===== config.mk =====
export PLATFORM = sky130hd
export DESIGN_NAME = ring_decoder
export DESIGN_NICKNAME = d
export VERILOG_FILES = /design/src/rtl/ring_pkg.sv /design/src/rtl/ring_onehot_enc.sv /design/src/rtl/ring_decoder.sv
export SDC_FILE = /design/constraint.sdc
export NUM_CORES = 1
export LEC_CHECK = 0
export BUFFER_PORTS_ARGS = -buffer_cell sky130_fd_sc_hd__buf_4
export CAP_MARGIN = 5
export CORE_MARGIN = 2
export CORE_UTILIZATION = 45
export CTS_BUF_LIST = sky130_fd_sc_hd__clkbuf_2 sky130_fd_sc_hd__clkbuf_4 sky130_fd_sc_hd__clkbuf_8
export DETAILED_ROUTE_END_ITERATION = 6
export PLACE_DENSITY = 0.69
export SYNTH_ARGS = -nofsm -noshare
export SYNTH_HDL_FRONTEND = slang
export SYNTH_HIERARCHICAL = 1
export SYNTH_SLANG_ARGS = --single-unit

===== constraint.sdc =====
create_clock -name clk -period 2 [get_ports clk]
set_input_delay 0.3 -clock clk [delete_from_list [all_inputs] [get_ports clk]]
set_output_delay 0.3 -clock clk [all_outputs]
set_load 0.1 [all_outputs]

===== src/rtl/ring_pkg.sv =====
// Shared types and helpers for the ring decoder: FSM state encoding and the
// left-rotate step that the ring counter advances by each sample.
package ring_pkg;

    typedef enum logic {
        RING_HUNT   = 1'b0,
        RING_LOCKED = 1'b1
    } ring_state_t;

    localparam int unsigned RING_MAX_W = 64;

    // Rotate the low w bits of v left by one; bits above w come back zero.
    function automatic logic [RING_MAX_W-1:0] ring_rotate(input logic [RING_MAX_W-1:0] v,
                                                          input int unsigned w);
        logic [RING_MAX_W-1:0] mask;
        logic [RING_MAX_W-1:0] r;
        mask = (w >= RING_MAX_W) ? '1 : ((RING_MAX_W'(1) << w) - RING_MAX_W'(1));
        r    = ((v & mask) << 1) | ((v & mask) >> (w - 1));
        return r & mask;
    endfunction

endpackage


===== src/rtl/ring_onehot_enc.sv =====
// Combinational one-hot checker and binary encoder for a ring sample.
module ring_onehot_enc #(
    parameter int WIDTH_REG = 8,
    parameter int IDX_W     = $clog2(WIDTH_REG)
) (
    input  logic [WIDTH_REG-1:0] vec_i,
    output logic                 is_onehot_o,
    output logic [IDX_W-1:0]     index_o
);

    always_comb begin
        is_onehot_o = (vec_i != '0) && ((vec_i & (vec_i - WIDTH_REG'(1))) == '0);
        index_o     = '0;
        for (int i = 0; i < WIDTH_REG; i++) begin
            if (vec_i[i]) index_o = IDX_W'(i);
        end
    end

endmodule


===== src/rtl/ring_decoder.sv =====
// Ring-counter decoder: hunts for LOCK_CNT consecutive rotating one-hot samples,
// then tracks the sequence and flags errors. Error counter gated by RING_DECODER_ERR_CNT_EN.
module ring_decoder
    import ring_pkg::*;
#(
    parameter int WIDTH_REG = 8,
    parameter int LOCK_CNT  = 2,
    parameter int ERR_CNT_W = 8,
    parameter int IDX_W     = $clog2(WIDTH_REG)
) (
    input  logic                 clk,
    input  logic                 n_rst,
    input  logic                 in_valid,
    input  logic [WIDTH_REG-1:0] in_ring,
    output logic                 out_valid,
    output logic [IDX_W-1:0]     out_index,
    output logic                 locked,
    output logic                 err_pulse,
    output logic [ERR_CNT_W-1:0] err_cnt
);

    ring_state_t          state_q;
    logic [3:0]           hunt_cnt_q;
    logic [WIDTH_REG-1:0] expected_q;
    logic                 out_valid_q;
    logic [IDX_W-1:0]     out_index_q;
    logic                 err_pulse_q;

    logic                 is_onehot;
    logic [IDX_W-1:0]     idx;
    logic                 match;
    logic                 err_evt;
    logic [3:0]           hunt_cnt_d;
    logic [WIDTH_REG-1:0] ring_nxt;

    ring_onehot_enc #(.WIDTH_REG(WIDTH_REG), .IDX_W(IDX_W)) u_enc (
        .vec_i       (in_ring),
        .is_onehot_o (is_onehot),
        .index_o     (idx)
    );

    assign ring_nxt   = WIDTH_REG'(ring_rotate(RING_MAX_W'(in_ring), WIDTH_REG));
    assign match      = (in_ring == expected_q);
    assign hunt_cnt_d = match ? (hunt_cnt_q + 4'd1) : 4'd1;
    // Expected is always one-hot while locked, so a match implies a valid one-hot sample.
    assign err_evt    = in_valid && (state_q == RING_LOCKED) && !match;

    always_ff @(posedge clk) begin
        if (!n_rst) begin
            state_q     <= RING_HUNT;
            hunt_cnt_q  <= '0;
            expected_q  <= '0;
            out_valid_q <= 1'b0;
            out_index_q <= '0;
            err_pulse_q <= 1'b0;
        end else begin
            out_valid_q <= in_valid && is_onehot;
            err_pulse_q <= err_evt;
            if (in_valid && is_onehot) out_index_q <= idx;
            if (in_valid) begin
                if (state_q == RING_LOCKED && match) begin
                    expected_q <= ring_nxt;
                end else if (!is_onehot) begin
                    state_q    <= RING_HUNT;
                    hunt_cnt_q <= '0;
                    expected_q <= '0;
                end else if (state_q == RING_LOCKED) begin
                    // Mismatching one-hot sample while locked reseeds the hunt.
                    state_q    <= RING_HUNT;
                    hunt_cnt_q <= 4'd1;
                    expected_q <= ring_nxt;
                end else begin
                    expected_q <= ring_nxt;
                    if (hunt_cnt_d >= 4'(LOCK_CNT)) begin
                        state_q    <= RING_LOCKED;
                        hunt_cnt_q <= '0;
                    end else begin
                        hunt_cnt_q <= hunt_cnt_d;
                    end
                end
            end
        end
    end

`ifdef RING_DECODER_ERR_CNT_EN
    logic [ERR_CNT_W-1:0] err_cnt_q;

    always_ff @(posedge clk) begin
        if (!n_rst) begin
            err_cnt_q <= '0;
        end else if (err_evt && (err_cnt_q != '1)) begin
            err_cnt_q <= err_cnt_q + ERR_CNT_W'(1);
        end
    end

    assign err_cnt = err_cnt_q;
`else
    assign err_cnt = '0;
`endif

    assign out_valid = out_valid_q;
    assign out_index = out_index_q;
    assign locked    = (state_q == RING_LOCKED);
    assign err_pulse = err_pulse_q;

endmodule


# Word-level counts from Yosys, hierarchy flattened
# Index checks and enable logic that the tools add are counted.
# totals
regBits,18
latch_bits,0
ramBits,0
mem_bits_ro,0
input_bits,11
out_inout_bits,14
wordCells,38
n_memories,0
# op_classes
n_addsub,2
n_mul,0
div_mod_pow,0
order_cmp,1
eq_ne,1
shift,0
mux,16
bitwise,3
reduce_logical,9
# ops
cell,n
$mux 4,4
$mux 8,2
$mux 3,4
$and 8x8->8,1
$eq 8x8->1,1
$logic_not 8->1,1
$or 8x1->8,1
$reduce_bool 8->1,1
$sub 8x1->8 const B,1
$logic_and 1x1->1,5
$add 4x1->4 const B,1
$ge 4x2->1 const B,1
$mux 1,4
$mux 2,2
$reduce_and 2->1,1
$logic_not 1->1,1
$not 1->1,1

# Depth between registers and ports, before layout
# logic_depth
ltp_word,7
depth_mapped,7
ltp_nobuf,7

# Modules after synthesis
# Netlist, hierarchy kept.
# modules_own_cells
module,n_inst,cells_per_inst,area_each_um2,seq_area_each_um2
ring_decoder,1,87,839.6,360.3
ring_onehot_enc,1,23,156.4,0.0

# Least setup slack after synthesis
# OpenSTA, ideal clock, no wires.
# synth_timing
kind,input-to-reg
startpoint,input in_ring[1]
endpoint,register hunt_cnt_q[0]
setup_time_ps,58
arrival_ps,1806
required_ps,1942
path_slack_ps,136
path_stages,7
n_path_buf,0
cell_sequence,nor4_4 > xor2_1 > o41ai_1 > o22a_1 > nand3_1 > o41ai_1 > a211o_1
# synth_between
elab_cells_between_ends,14
classes_between,1 x add/sub; 1 x order compare; 1 x eq/ne; 4 x mux; 2 x bitwise; 5 x reduce/logical
# synth_lines
element,line_no,rtl
"start, declared",ring_decoder.sv:14,"input logic [WIDTH_REG-1:0] in_ring,"
$sub 8x1->8,ring_onehot_enc.sv:12,is_onehot_o = (vec_i != '0) && ((vec_i & (vec_i - WIDTH_REG'(1))) == '0);
$and 8x8->8,ring_onehot_enc.sv:12,
$logic_not 8->1,ring_onehot_enc.sv:12,
$logic_and 1x1->1 *,ring_onehot_enc.sv:12,
named net is_onehot,ring_decoder.sv:29,logic is_onehot;
$mux 4 *,ring_decoder.sv:63,end else if (!is_onehot) begin
"end signal, assigned",ring_decoder.sv:78,hunt_cnt_q <= hunt_cnt_d;
"end, declared",ring_decoder.sv:23,logic [3:0] hunt_cnt_q;
# Mark *: on every way through the listed nets, which the timed path passes. The rest lies on a longest branch.
# A chain may end at the register's enable or synchronous reset.

# Worst setup path after layout
# Ends and elaborated chain as after synthesis.

==> impl_metrics.ini <==
[outcome]
outcome = finished, final reports clean

[synth]
netlist_instances = 110
yosysMostFrequentCell = dfxtp_1
synthArstFlopShare = 0
synth_common_cells = 18 x dfxtp_1, 10 x nand2_1
synth_area_um2 = 996
synth_top_area_frac = 0.362
yosysSeqAreaShare = 0.362
synth.distinct_cells = 38
ys.flop_type = dfxtp_1
synth_edf_count = 0
synth.area.top_cells = dfxtp_1 36%, a22o_1 7.0%, xnor2_1 7.0%
syn_avg_cell_area_um2 = 9.05
yosys_warnings = 6
post-synth-top-area-cell = dfxtp_1
ys_ff_latch = 18

[sta]
slew_viol_final = 0
tns_ns = 0
setup_violations = 0
post-route-period-util = 0.836
rsz0062_at_grt = false
max_freq_ghz = 0.598
min_period_ns = 1.67
skew_ns = 0.00678
hold_violations = 0

[layout]
regArea_um2 = 360
n_fill_cell = 195
drive_gt1_frac = 0.240
multiInputGateArea_um2 = 569
nets = 143
final_area_mm2 = 0.00116
antenna_cells = 0
area_growth_pct = 16.1

[critical_path]
path_max_fanout = 5
required_ns = 2.23
setup.worst_path.class = input pin to register
cp-end-kind = register
startpoint_type = input pin
arrival_ns = 1.91
reg2reg_depth = 5

[floorplan]
die_w_um = 51.0
io_pins = 25
core_area_mm2 = 0.00215
dieArea_mm2 = 0.00261
rows = 17
die_y_um = 51.0
start_util = 0.464

[place]
port_buffers = 16
gp_congestion = 0.816
hpwl_um = 1510
placed_cell_area_mm2 = 0.00113

[pwr]
pwr-share-clk = 0.251
p_seq_frac = 0.527
power_switching_uw = 220
max-vdd-ir-drop_uv = 400
p_sw_frac = 0.321
total_leakage_power_nw = 0.468
combPwrFrac = 0.222
p_int_uw = 466
power_density_mw_per_mm2 = 593

[clocking]
clk_pin_slew_ns = 0.09
cts_tree = done
cts_sinks = 18
cts_resized = 0
cts_setup_buffers = 0
cts-htree-levels = 1
hold_buffers = 0
cts_buffers = 3
cts-root-buf = clkbuf_4
clockBufferDepth = 2
clk_latency_ns = 0.29

[global_route]
overflow = 0
antenna_found_initial = 0
grt_max_degree = 11
grt_usage = 0.171
grt_pass1_wl_um = 3350
grt_pass1_vias = 760

[hold_path]
hold_depth = 2
min_path_type = input pin to register

[routing]
firstDrtPassIters = 4
drt_iter0_drc = 13
wl_per_cell_um = 12.3
antenna_left = 0
drc = 0
detail_route.vias_per_cell = 5.38
vias = 845
wl_um = 1940

[flow_run]
max-cap-violations = 0
==> routing by layer <==
| metal | global-route usage | vias up | routed length, um | share of wire |
|---|---|---|---|---|
| li1 | - | 417 | - | - |
| met4 | 0.0946 | 0 | 43 | 0.022 |
| met5 | 0 | - | 0 | 0 |
| met3 | 0.0292 | 5 | 75 | 0.039 |
| met1 | 0.215 | 402 | 878 | 0.45 |
| met2 | 0.275 | 21 | 941 | 0.49 |
==> final cells by class <==
class                      instances  area share
timing repair buffer              20       0.130
inverter                           5      0.0162
tap                               28      0.0303
multi-input combinational         83       0.492
sequential                        18       0.312
clock buffer                       3      0.0195
==> critical path: stages <==
cell     delay (ns)
buf_4          0.14
nor4_4         0.36
xor2_1         0.11
o41ai_1        0.24
o22a_1         0.19
nand3_1        0.10
o41ai_1        0.34
a211o_1        0.14
==> power by group through the flow <==
stage          Clock (mW)  Combinational [mW]  Sequential [mW]
2_1_floorplan           0               0.116            0.375
3_5_place_dp            0               0.151            0.370
5_1_grt             0.196               0.162            0.362
4_1_cts             0.180               0.152            0.362
6_report            0.172               0.152            0.362
3_3_place_gp            0               0.150            0.370
==> state kept, by name, indices dropped and copies added (netlist names) <==
name        cells
out_index       3
expected_q      8
err_pulse       1
out_valid       1
hunt_cnt_q      4
locked          1
==> per-stage QoR <==
step           setup slack (ns)  utilization  total power, mW  instances  hold slack, ns
4_1_cts                   0.333        0.538            0.694        157           0.268
6_report                  0.327        0.538            0.686        157           0.272
3_3_place_gp             0.0389        0.528            0.520        154           0.435
3_5_place_dp             0.0484        0.528            0.521        154           0.434
2_1_floorplan             0.136            -            0.492        117           0.419
5_1_grt                   0.194        0.538            0.720        157           0.277
==> layout by cell type (no fill, tap or decap), drive strengths merged <==
cell type  netlist  routed
buf             10      20
dfxtp           18      18
nand2           10      10
xnor2            8       8
a22o             8       8
nor2             8       8
conb             1       8
nand3            7       7
inv              5       5
a21oi            4       4
clkbuf           1       3
nand2b           3       3
nor2b            2       2
nor3             2       2
o41ai            2       2
nand4            2       2
nor4             2       2
o31ai            1       1
or2              1       1
a21bo            1       1
nand3b           1       1
and3b            1       1
a31oi            1       1
a221oi           1       1
o31a             1       1
a211o            1       1
ha               1       1
o21ai            1       1
o21bai           1       1
maj3             1       1
a2111oi          1       1
xor2             1       1
nand4b           1       1
o22a             1       1
==> kinds of logic after synthesis <==
kind of cell               synth area share
buffers and inverters                0.0930
adders and majority gates            0.0226
xor gates and xnor gates             0.0792
and+or+nand+nor                       0.225
DFF                                   0.362
AOI/OAI and AO/OA                     0.215
other                               0.00377
==> final timing paths <==
path                                                 start                         end  slack, ns
worst max-delay path                            in_ring[1]  hunt_cnt_q[0]$_SDFFE_PN0P_       0.33
worst min-delay path                              in_valid         locked$_SDFFE_PN0P_       0.27
worst max register to register  hunt_cnt_q[0]$_SDFFE_PN0P_  hunt_cnt_q[0]$_SDFFE_PN0P_       0.44
worst min register to register  hunt_cnt_q[2]$_SDFFE_PN0P_  hunt_cnt_q[2]$_SDFFE_PN0P_       0.45
(Power assumes the default switching activity.)
